[config.mk]
export PLATFORM = sky130hd
export DESIGN_NAME = spi_matmul_sequencer
export DESIGN_NICKNAME = d
export VERILOG_FILES = /design/src/rtl/matmul_seq_pkg.sv /design/src/rtl/seq_watchdog.sv /design/src/rtl/spi_matmul_sequencer.sv
export SDC_FILE = /design/constraint.sdc
export NUM_CORES = 1
export LEC_CHECK = 0
export CAP_MARGIN = 5
export CORE_MARGIN = 1.5
export CORE_UTILIZATION = 35
export CTS_CLUSTER_DIAMETER = 40
export DETAILED_ROUTE_END_ITERATION = 12
export GPL_TIMING_DRIVEN = 0
export PLACE_DENSITY = 0.62
export REMOVE_ABC_BUFFERS = 1
export SYNTH_ARGS = -nofsm -noshare
export SYNTH_HDL_FRONTEND = slang
export SYNTH_SLANG_ARGS = --single-unit
export TNS_END_PERCENT = 100
[constraint.sdc]
create_clock -name clk -period 10.5 [get_ports clk]
set_input_delay 2.1 -clock clk [delete_from_list [all_inputs] [get_ports clk]]
set_output_delay 2.1 -clock clk [all_outputs]
set_load 0.1 [all_outputs]
[src/rtl/matmul_seq_pkg.sv]
// Shared encodings for the SPI matmul command sequencer: opcodes, FSM states,
// error codes and the status-word magic byte.
package matmul_seq_pkg;

    typedef enum logic [7:0] {
        OP_LOAD_A  = 8'h01,
        OP_LOAD_B  = 8'h02,
        OP_COMPUTE = 8'h03,
        OP_READ_C  = 8'h04,
        OP_STATUS  = 8'h05
    } opcode_e;

    typedef enum logic [2:0] {
        ST_IDLE,
        ST_LOAD,
        ST_COMP_GO,
        ST_COMP_WAIT,
        ST_SEND_GO,
        ST_SEND_WAIT,
        ST_STAT_TX
    } state_e;

    localparam logic [7:0] ERR_NONE         = 8'h00;
    localparam logic [7:0] ERR_BAD_OP       = 8'h01;
    localparam logic [7:0] ERR_BAD_DIM      = 8'h02;
    localparam logic [7:0] ERR_DIM_MISMATCH = 8'h03;
    localparam logic [7:0] ERR_NOT_READY    = 8'h04;
    localparam logic [7:0] ERR_TIMEOUT      = 8'h05;

    localparam logic [7:0] STATUS_MAGIC = 8'hA5;

endpackage

[src/rtl/seq_watchdog.sv]
// Payload watchdog: counts enabled cycles since the last clear and saturates
// at TIMEOUT, holding expired high once reached.
module seq_watchdog #(
    parameter int TIMEOUT = 1000000
) (
    input  logic clk,
    input  logic rst_n,
    input  logic clear,
    input  logic enable,
    output logic expired
);

    localparam int CW = $clog2(TIMEOUT + 1);
    localparam logic [CW-1:0] LIMIT = CW'(TIMEOUT);

    logic [CW-1:0] cnt_q;
    logic [CW-1:0] cnt_d;

    always_comb begin
        cnt_d = cnt_q;
        if (clear)
            cnt_d = '0;
        else if (enable && cnt_q != LIMIT)
            cnt_d = cnt_q + 1'b1;
    end

    always_ff @(posedge clk or negedge rst_n) begin
        if (!rst_n) cnt_q <= '0;
        else        cnt_q <= cnt_d;
    end

    assign expired = (cnt_q == LIMIT);

endmodule

[src/rtl/spi_matmul_sequencer.sv]
// Command sequencer between the SPI slave and the matmul datapath: decodes
// headers, streams operands, launches compute/readback and answers STATUS.
module spi_matmul_sequencer
    import matmul_seq_pkg::*;
#(
    parameter int MAX_M   = 10,
    parameter int MAX_N   = 10,
    parameter int TIMEOUT = 1000000
) (
    input  logic        clk,
    input  logic        rst_n,
    input  logic [31:0] rx_data,
    input  logic        rx_valid,
    output logic        rx_ready,
    output logic [31:0] tx_data,
    output logic        tx_valid,
    input  logic        tx_ready,
    output logic        ld_we,
    output logic        ld_sel,
    output logic [15:0] ld_addr,
    output logic [31:0] ld_data,
    output logic [7:0]  dim_m,
    output logic [7:0]  dim_k,
    output logic [7:0]  dim_n,
    output logic        comp_start,
    input  logic        comp_done,
    output logic        send_start,
    output logic [15:0] send_size,
    input  logic        send_done,
    output logic        busy,
    output logic [7:0]  err_code
);

    localparam logic [7:0] MAX_M8 = 8'(MAX_M);
    localparam logic [7:0] MAX_N8 = 8'(MAX_N);

    state_e      state_q, state_d;
    logic [7:0]  dim_m_q, dim_m_d, dim_k_q, dim_k_d, dim_n_q, dim_n_d;
    logic [7:0]  b_rows_q, b_rows_d;
    logic        sel_q, sel_d;
    logic [15:0] idx_q, idx_d, total_q, total_d;
    logic        a_valid_q, a_valid_d, b_valid_q, b_valid_d, c_valid_q, c_valid_d;
    logic [7:0]  err_q, err_d;
    logic        ld_we_q, ld_we_d;
    logic [15:0] ld_addr_q, ld_addr_d;
    logic [31:0] ld_data_q, ld_data_d;

    logic       rx_hs;
    logic       wd_expired;
    logic [7:0] hdr_op, hdr_rows, hdr_cols;
    logic       hdr_bad_dim;

    assign hdr_op      = rx_data[31:24];
    assign hdr_rows    = rx_data[23:16];
    assign hdr_cols    = rx_data[15:8];
    assign hdr_bad_dim = (hdr_rows == 8'd0) || (hdr_rows > MAX_M8) ||
                         (hdr_cols == 8'd0) || (hdr_cols > MAX_N8);

    // Gated with rst_n so every output reads 0 while reset is held.
    assign rx_ready = rst_n && (state_q == ST_IDLE || state_q == ST_LOAD);
    assign rx_hs    = rx_valid && rx_ready;

    seq_watchdog #(.TIMEOUT(TIMEOUT)) u_wd (
        .clk     (clk),
        .rst_n   (rst_n),
        .clear   (rx_hs || state_q != ST_LOAD),
        .enable  (state_q == ST_LOAD),
        .expired (wd_expired)
    );

    always_comb begin
        state_d   = state_q;
        dim_m_d   = dim_m_q;
        dim_k_d   = dim_k_q;
        dim_n_d   = dim_n_q;
        b_rows_d  = b_rows_q;
        sel_d     = sel_q;
        idx_d     = idx_q;
        total_d   = total_q;
        a_valid_d = a_valid_q;
        b_valid_d = b_valid_q;
        c_valid_d = c_valid_q;
        err_d     = err_q;
        ld_we_d   = 1'b0;
        ld_addr_d = ld_addr_q;
        ld_data_d = ld_data_q;

        case (state_q)
            ST_IDLE: if (rx_hs) begin
                case (hdr_op)
                    OP_LOAD_A, OP_LOAD_B: begin
                        if (hdr_bad_dim) begin
                            err_d = ERR_BAD_DIM;
                        end else begin
                            sel_d   = (hdr_op == OP_LOAD_B);
                            idx_d   = '0;
                            total_d = 16'(hdr_rows) * 16'(hdr_cols);
                            state_d = ST_LOAD;
                            if (hdr_op == OP_LOAD_B) begin
                                b_rows_d  = hdr_rows;
                                dim_n_d   = hdr_cols;
                                b_valid_d = 1'b0;
                            end else begin
                                dim_m_d   = hdr_rows;
                                dim_k_d   = hdr_cols;
                                a_valid_d = 1'b0;
                            end
                        end
                    end
                    OP_COMPUTE: begin
                        if (!(a_valid_q && b_valid_q)) err_d   = ERR_NOT_READY;
                        else if (dim_k_q != b_rows_q)  err_d   = ERR_DIM_MISMATCH;
                        else                           state_d = ST_COMP_GO;
                    end
                    OP_READ_C: begin
                        if (!c_valid_q) err_d   = ERR_NOT_READY;
                        else            state_d = ST_SEND_GO;
                    end
                    OP_STATUS: state_d = ST_STAT_TX;
                    default:   err_d   = ERR_BAD_OP;
                endcase
            end
            ST_LOAD: begin
                if (rx_hs) begin
                    ld_we_d   = 1'b1;
                    ld_addr_d = idx_q;
                    ld_data_d = rx_data;
                    idx_d     = idx_q + 16'd1;
                    if (idx_q == total_q - 16'd1) begin
                        if (sel_q) b_valid_d = 1'b1;
                        else       a_valid_d = 1'b1;
                        c_valid_d = 1'b0;
                        state_d   = ST_IDLE;
                    end
                end else if (wd_expired) begin
                    if (sel_q) b_valid_d = 1'b0;
                    else       a_valid_d = 1'b0;
                    err_d   = ERR_TIMEOUT;
                    state_d = ST_IDLE;
                end
            end
            ST_COMP_GO:   state_d = ST_COMP_WAIT;
            ST_COMP_WAIT: if (comp_done) begin
                c_valid_d = 1'b1;
                state_d   = ST_IDLE;
            end
            ST_SEND_GO:   state_d = ST_SEND_WAIT;
            ST_SEND_WAIT: if (send_done) state_d = ST_IDLE;
            ST_STAT_TX:   if (tx_ready) begin
                err_d   = ERR_NONE;
                state_d = ST_IDLE;
            end
            default:      state_d = ST_IDLE;
        endcase
    end

    always_ff @(posedge clk or negedge rst_n) begin
        if (!rst_n) begin
            state_q   <= ST_IDLE;
            dim_m_q   <= '0;
            dim_k_q   <= '0;
            dim_n_q   <= '0;
            b_rows_q  <= '0;
            sel_q     <= 1'b0;
            idx_q     <= '0;
            total_q   <= '0;
            a_valid_q <= 1'b0;
            b_valid_q <= 1'b0;
            c_valid_q <= 1'b0;
            err_q     <= ERR_NONE;
            ld_we_q   <= 1'b0;
            ld_addr_q <= '0;
            ld_data_q <= '0;
        end else begin
            state_q   <= state_d;
            dim_m_q   <= dim_m_d;
            dim_k_q   <= dim_k_d;
            dim_n_q   <= dim_n_d;
            b_rows_q  <= b_rows_d;
            sel_q     <= sel_d;
            idx_q     <= idx_d;
            total_q   <= total_d;
            a_valid_q <= a_valid_d;
            b_valid_q <= b_valid_d;
            c_valid_q <= c_valid_d;
            err_q     <= err_d;
            ld_we_q   <= ld_we_d;
            ld_addr_q <= ld_addr_d;
            ld_data_q <= ld_data_d;
        end
    end

    assign tx_valid   = (state_q == ST_STAT_TX);
    assign tx_data    = tx_valid ? {STATUS_MAGIC, err_q, 5'b0, c_valid_q, b_valid_q, a_valid_q, 8'h00}
                                 : 32'h0;
    assign ld_we      = ld_we_q;
    assign ld_sel     = sel_q;
    assign ld_addr    = ld_addr_q;
    assign ld_data    = ld_data_q;
    assign dim_m      = dim_m_q;
    assign dim_k      = dim_k_q;
    assign dim_n      = dim_n_q;
    assign comp_start = (state_q == ST_COMP_GO);
    assign send_start = (state_q == ST_SEND_GO);
    assign send_size  = 16'(dim_m_q) * 16'(dim_n_q);
    assign busy       = (state_q != ST_IDLE);
    assign err_code   = err_q;

endmodule
## Word-level counts from Yosys, hierarchy flattened

Cells that the tools add are included.

| word-level totals | value |
|---|---|
| register bits | 148 |
| output and inout port bits | 135 |
| word-level logic and storage cells | 151 |

| cells by class | value |
|---|---|
| add/sub/neg operators | 3 |
| multipliers | 2 |
| magnitude comparators | 2 |
| equality and inequality tests | 41 |
| mux-type cells | 57 |
| bitwise operators | 2 |
| reductions and logical operators | 28 |

Operators by type and width:

| operator | count |
|---|---|
| 2-to-1 mux 16 bit | 4 |
| 2-to-1 mux 8 bit | 8 |
| 2-to-1 mux 20 bit | 2 |
| 2-to-1 mux 3 bit | 11 |
| multiplier 8 x 8 -> 16 bit | 2 |
| 2-to-1 mux 32 bit | 1 |
| case mux 16 bit (2 select lines) | 1 |
| case mux 8 bit (4 select lines) | 1 |
| inequality test 2 bit (second input constant) | 12 |
| inequality test 3 bit (second input constant) | 8 |
| case mux 8 bit (3 select lines) | 1 |
| 2-to-1 mux 1 bit | 23 |
| case mux 3 bit (7 select lines) | 1 |
| adder 20 x 1 -> 20 bit (second input constant) | 1 |
| equality test 20 bit (second input constant) | 1 |
| inequality test 20 bit (second input constant) | 1 |
| adder 16 x 1 -> 16 bit (second input constant) | 1 |
| equality test 16 bit | 1 |
| equality test 8 x 2 -> 1 bit (second input constant) | 2 |
| equality test 8 x 3 -> 1 bit (second input constant) | 2 |
| > comparator 8 x 4 -> 1 bit (second input constant) | 2 |
| zero test 8 bit | 2 |
| AND reduction 8 bit | 2 |
| subtractor 16 x 1 -> 16 bit (second input constant) | 1 |
| other kinds (23) | 44 |

## Depth between registers and ports, before layout

| depth | value |
|---|---|
| depth after elaboration | 8 |
| gate-level depth with buffers | 18 |
| depth with buffers taken out | 17 |

## Hierarchy

A second synthesis with hierarchy kept.

| unflattened totals | value |
|---|---|
| cell total of the unflattened synthesis | 1308 |
| area, all modules | 11553.6 µm² |

Modules (own cells, without submodules):

| module | times used | cells an instance | area an instance (µm²) |
|---|---|---|---|
| spi_matmul_sequencer | 1 | 1170 | 10302.4 |
| seq_watchdog | 1 | 138 | 1251.2 |

## Least setup slack after synthesis

No wires, ideal clock.

| timing | value |
|---|---|
| kind | reg-to-output |
| from | reg dim_n_q[7], in the netlist dim_n[7] |
| to | out send_size[15] |
| arrival time | 6.017 ns |
| data required time | 8.400 ns |
| slack | 2.383 ns |
| cell stages (with the launch flop) | 15 |
| buffers on the path | 0 |
| cells stage by stage | dfrtp_1 -> nand2_1 -> fa_1 -> fa_1 -> inv_1 -> fa_1 -> inv_1 -> fa_1 -> inv_1 -> ha_1 -> a21boi_0 -> o41a_1 -> a41o_1 -> o41ai_1 -> xnor2_1 |

| between the ends | value |
|---|---|
| longest elaborated chain between the ends | 1 |

Ends and longest elaborated chain:

| what | RTL line | text |
|---|---|---|
| from (decl) | spi_matmul_sequencer.sv:38 | `logic [7:0] dim_m_q, dim_m_d, dim_k_q, dim_k_d, dim_n_q, dim_n_d;` |
| from (signal assigned) | spi_matmul_sequencer.sv:178 | `dim_n_q <= dim_n_d;` |
| multiplier 8 x 8 -> 16 bit | spi_matmul_sequencer.sv:205 | `assign send_size = 16'(dim_m_q) * 16'(dim_n_q);` |
| to (decl) | spi_matmul_sequencer.sv:28 | `output logic [15:0] send_size,` |

No other way between the ends.

## Worst setup path in the final report

| timing | value |
|---|---|
| from | reg dim_n_q[4], in the netlist dim_n[4] |
| to | out send_size[15] |

The elaborated chain is that of the path after synthesis.

==> results.sh <==
export IMPL_hold_ws_ns=0.472
export IMPL_start_util_pct=35.8
export IMPL_clkLatencyLatePin_ns=0.43
export IMPL_path_clk_slew_ns=0.06
export IMPL_grt_busiest_layer="met2"
export IMPL_firstDrtPassIters=5
export IMPL_fp_dieH_um=183
export IMPL_io_buffer_count=145
export IMPL_end_kind="output pin"
export IMPL_finalClockSkew_ns=0.0172
export IMPL_final_util_pct=43.1
export IMPL_synthFlopType="dfrtp_1"
export IMPL_dp_hpwl_mm=19.7
export IMPL_clock_sinks=143
export IMPL_ys_warn_count=0
export IMPL_critPathMostFrequentCell="fa_1"
export IMPL_synth_most_common_cell="nand2_1"
export IMPL_finalHoldViolCount=0
export IMPL_dp_slack_ns=2.56
export IMPL_vias=8572
export IMPL_place_congestion=0.810
export IMPL_synth_cell_area_sq_um=11400
export IMPL_maxSlewHeadroom_pct=30.1
export IMPL_grt_pass1_wl_mm=44.3
export IMPL_rsz0062_at_grt="no"
export IMPL_grt_pass1_vias=8821
export IMPL_yosysTopAreaCellShare_pct=31.5
export IMPL_diodes=0
export IMPL_synth_mux_area_share_pct=2.37
export IMPL_crit_fanout=10
export IMPL_yosys_cell_types_count=79
export IMPL_cts_buffer_depth=2
export IMPL_cp_start_kind="register"
export IMPL_areaGrowthSynthToFinish_pct=20.3
export IMPL_ir_worst_vdd_mv=0.111
export IMPL_nFillCells=3072
export IMPL_status="finished clean"
export IMPL_rrSetupSlack_ns=7.25
export IMPL_synth_edff_count=0
export IMPL_numCtsBuffers=17
export IMPL_fp_dieW_um=183
export IMPL_timing_hold_worst_start="ld_addr[10]"
export IMPL_setup_viol=0
export IMPL_vias_per_cell=4.84
export IMPL_worst_pin_slew_ns=1.04
export IMPL_drive_gt1_share_pct=6.50
export IMPL_synth_simple_area_share_pct=24.3
export IMPL_seq_area_frac_synth_pct=31.5
export IMPL_synth_xor_area_share_pct=6.09
export IMPL_seqCellArea_sq_um=3580
export IMPL_wire_per_inst_um=14.9
export IMPL_grt_use_met1_pct=22.4
export IMPL_slew_violations=0
export IMPL_synthArstFlopShare_pct=100
export IMPL_grt_start_max_net_pins=98
export IMPL_cp_slowest_cell="clkdlybuf4s50_1"
export IMPL_overflow=0
export IMPL_ctsHtreeMaxLevel=4
export IMPL_yosys_register_bits=143
export IMPL_rows=65
export IMPL_synth_top_family_by_area="simple AND/OR/NAND/NOR gates"
export IMPL_die_area_sq_um=33500
export IMPL_syn_area_per_cell_sq_um=9.19
export IMPL_ctsResizeCount=0
export IMPL_slowest_delay_ns=1.15
export IMPL_crit_chain="and2_1 > fa_1 > fa_1 > inv_1 > fa_1 > fa_1 > inv_1 > ha_1 > o21ai_0 > a21boi_0 > o41a_1 > a41o_1 > o41ai_1 > xnor2_1 > clkdlybuf4s50_1"
export IMPL_holdBufCountCts=0
export IMPL_fin_nets=1544
export IMPL_post_cts_buffers=0
export IMPL_synth_cells=1236
export IMPL_multi_input_area_sq_um=7000
export IMPL_power_density_nw_per_um2=151
export IMPL_synth_top_area_cell="dfrtp_1"
export IMPL_layout_min_cycle_time_ns=8.36
export IMPL_grt_usage_pct=16.4
export IMPL_synth_area_leaders="dfrtp_1 32%, fa_1 13%, ha_1 8.4%, nand2_1 7.3%, and2_1 6.3%"
export IMPL_synth_adder_area_share_pct=21.1
export IMPL_met2_usage_pct=27.3
export IMPL_reg2reg_from="state_q[1]"
export IMPL_synth_compound_area_share_pct=6.87
export IMPL_cts_root_buf="clkbuf_16"
export IMPL_timing_worst_setup_path_type="register to output pin"
export IMPL_drc=0
export IMPL_ioPinCount=173
export IMPL_holdCritPathClass="register to register"
export IMPL_cp_required_ns=8.40
export IMPL_ant_nets=0
export IMPL_dr_first_iter_drc_count=529
export IMPL_power_leakage_nw=6.67
export IMPL_setup_worst_path_start="dim_n[4]"
export IMPL_coreArea_sq_um=31700
export IMPL_timing_final_ws_setup_ns=2.14
export IMPL_finalWirelength_mm=26.4
export IMPL_max_cap_viol_count=0
export IMPL_fmax_mhz=120
export IMPL_cts_tree="built"
export IMPL_grt_met3_usage_pct=2.32
export IMPL_finalCritPeriodShare_pct=79.6
export IMPL_worstPathArrival_ns=6.26
export IMPL_antenna_found_initial=0
export IMPL_ys_top_cells_by_count="222 x nand2_1, 143 x dfrtp_1, 115 x and2_1"
## worst paths after layout
kind,endpoint,depth (start not counted)
max,send_size[15],15
min,ld_addr[10],2
max reg2reg,dim_m[0],6
min reg2reg,ld_addr[10],2
max in group asynchronous,ld_data[17],2
min in group asynchronous,u_wd.cnt_q[13],1
## area by class of cell
| type | count | area share (%) |
|---|---|---|
| Timing Repair Buffer | 151 | 11.3 |
| Tap cell | 402 | 3.68 |
| Clock buffer | 18 | 3.14 |
| Multi-Input combinational cell | 934 | 51.2 |
| Inverter | 111 | 3.05 |
| Sequential cell | 143 | 26.2 |
| Clock inverter | 13 | 1.39 |
## power breakdown
part / total, mW / leakage [nW] / internal, mW / switching [mW]
logic: 0.785 / 4.48 / 0.237 / 0.548
registers: 0.642 / 1.90 / 0.599 / 0.0432
clock network: 0.641 / 0.294 / 0.398 / 0.243
## state kept, by name, summed over array words and instances, names as in the netlist
signal and cells:
state_q 3, dim_k 8, ld_sel 1, a_valid_q 1
total_q 16, dim_m 8, c_valid_q 1, ld_we 1
u_wd.cnt_q 20, ld_data 32, err_code 3, dim_n 8
ld_addr 16, idx_q 16, b_rows_q 8, b_valid_q 1
## cell usage in the layout (no fill, tap or decap), drive strengths merged, types with 5 or more instances in the layout
cell	instances
a21o	5
a21oi	26
a31oi	5
and2	120
and3	11
buf	7
clkbuf	18
clkdlybuf4s50	144
clkinv	5
conb	27
dfrtp	143
fa	72
ha	76
inv	112
mux2	23
nand2	222
nand3	31
nand4	8
nand4b	5
nor2	59
nor2b	16
nor3	24
nor4	9
o21a	5
o21ai	37
or3	12
or4	7
xnor2	47
xor2	32
## routing by layer
| layer | vias up | wire length [um] |
|---|---|---|
| met1 | 4198 | 12800 |
| met3 | 18 | 673 |
| met4 | 0 | 322 |
| met5 | - | 0 |
| li1 | 4215 | - |
| met2 | 141 | 12500 |
## through the flow
step	cells	setup TNS, ns	power, mW	instance area [sq um]
2_1_floorplan	1188	0	1.24	11000
3_3_place_gp	1735	-346.46	1.43	12900
3_5_place_dp	1740	0	1.44	13000
4_1_cts	1771	0	2.10	13700
5_1_grt	1772	0	2.19	13700
6_report	1772	0	2.07	13700
## kinds of logic (layout without fill, tap and decap cells)
kind of cell             count (synthesis)  in the layout
flip-flops                             143            143
AND/OR/NAND/NOR                        541            541
multiplexers                            24             24
AO/OA/AOI/OAI                          115            115
XOR/XNOR                                79             79
adder cells (fa/ha/maj)                148            148
other                                    1             27
buffers and inverters                  185            293
## worst max-delay path, delay by kind of cell (launching register included)
| family | cells | cell delay (ns) |
|---|---|---|
| AND/OR/NAND/NOR | 1 | 0.25 |
| AO/OA/AOI/OAI | 5 | 1.33 |
| buffers and inverters | 3 | 1.25 |
| XOR/XNOR | 1 | 0.16 |
| adder cells (fa/ha/maj) | 5 | 2.34 |
| flip-flops | 1 | 0.51 |
Power figures use the tool's default switching activity.
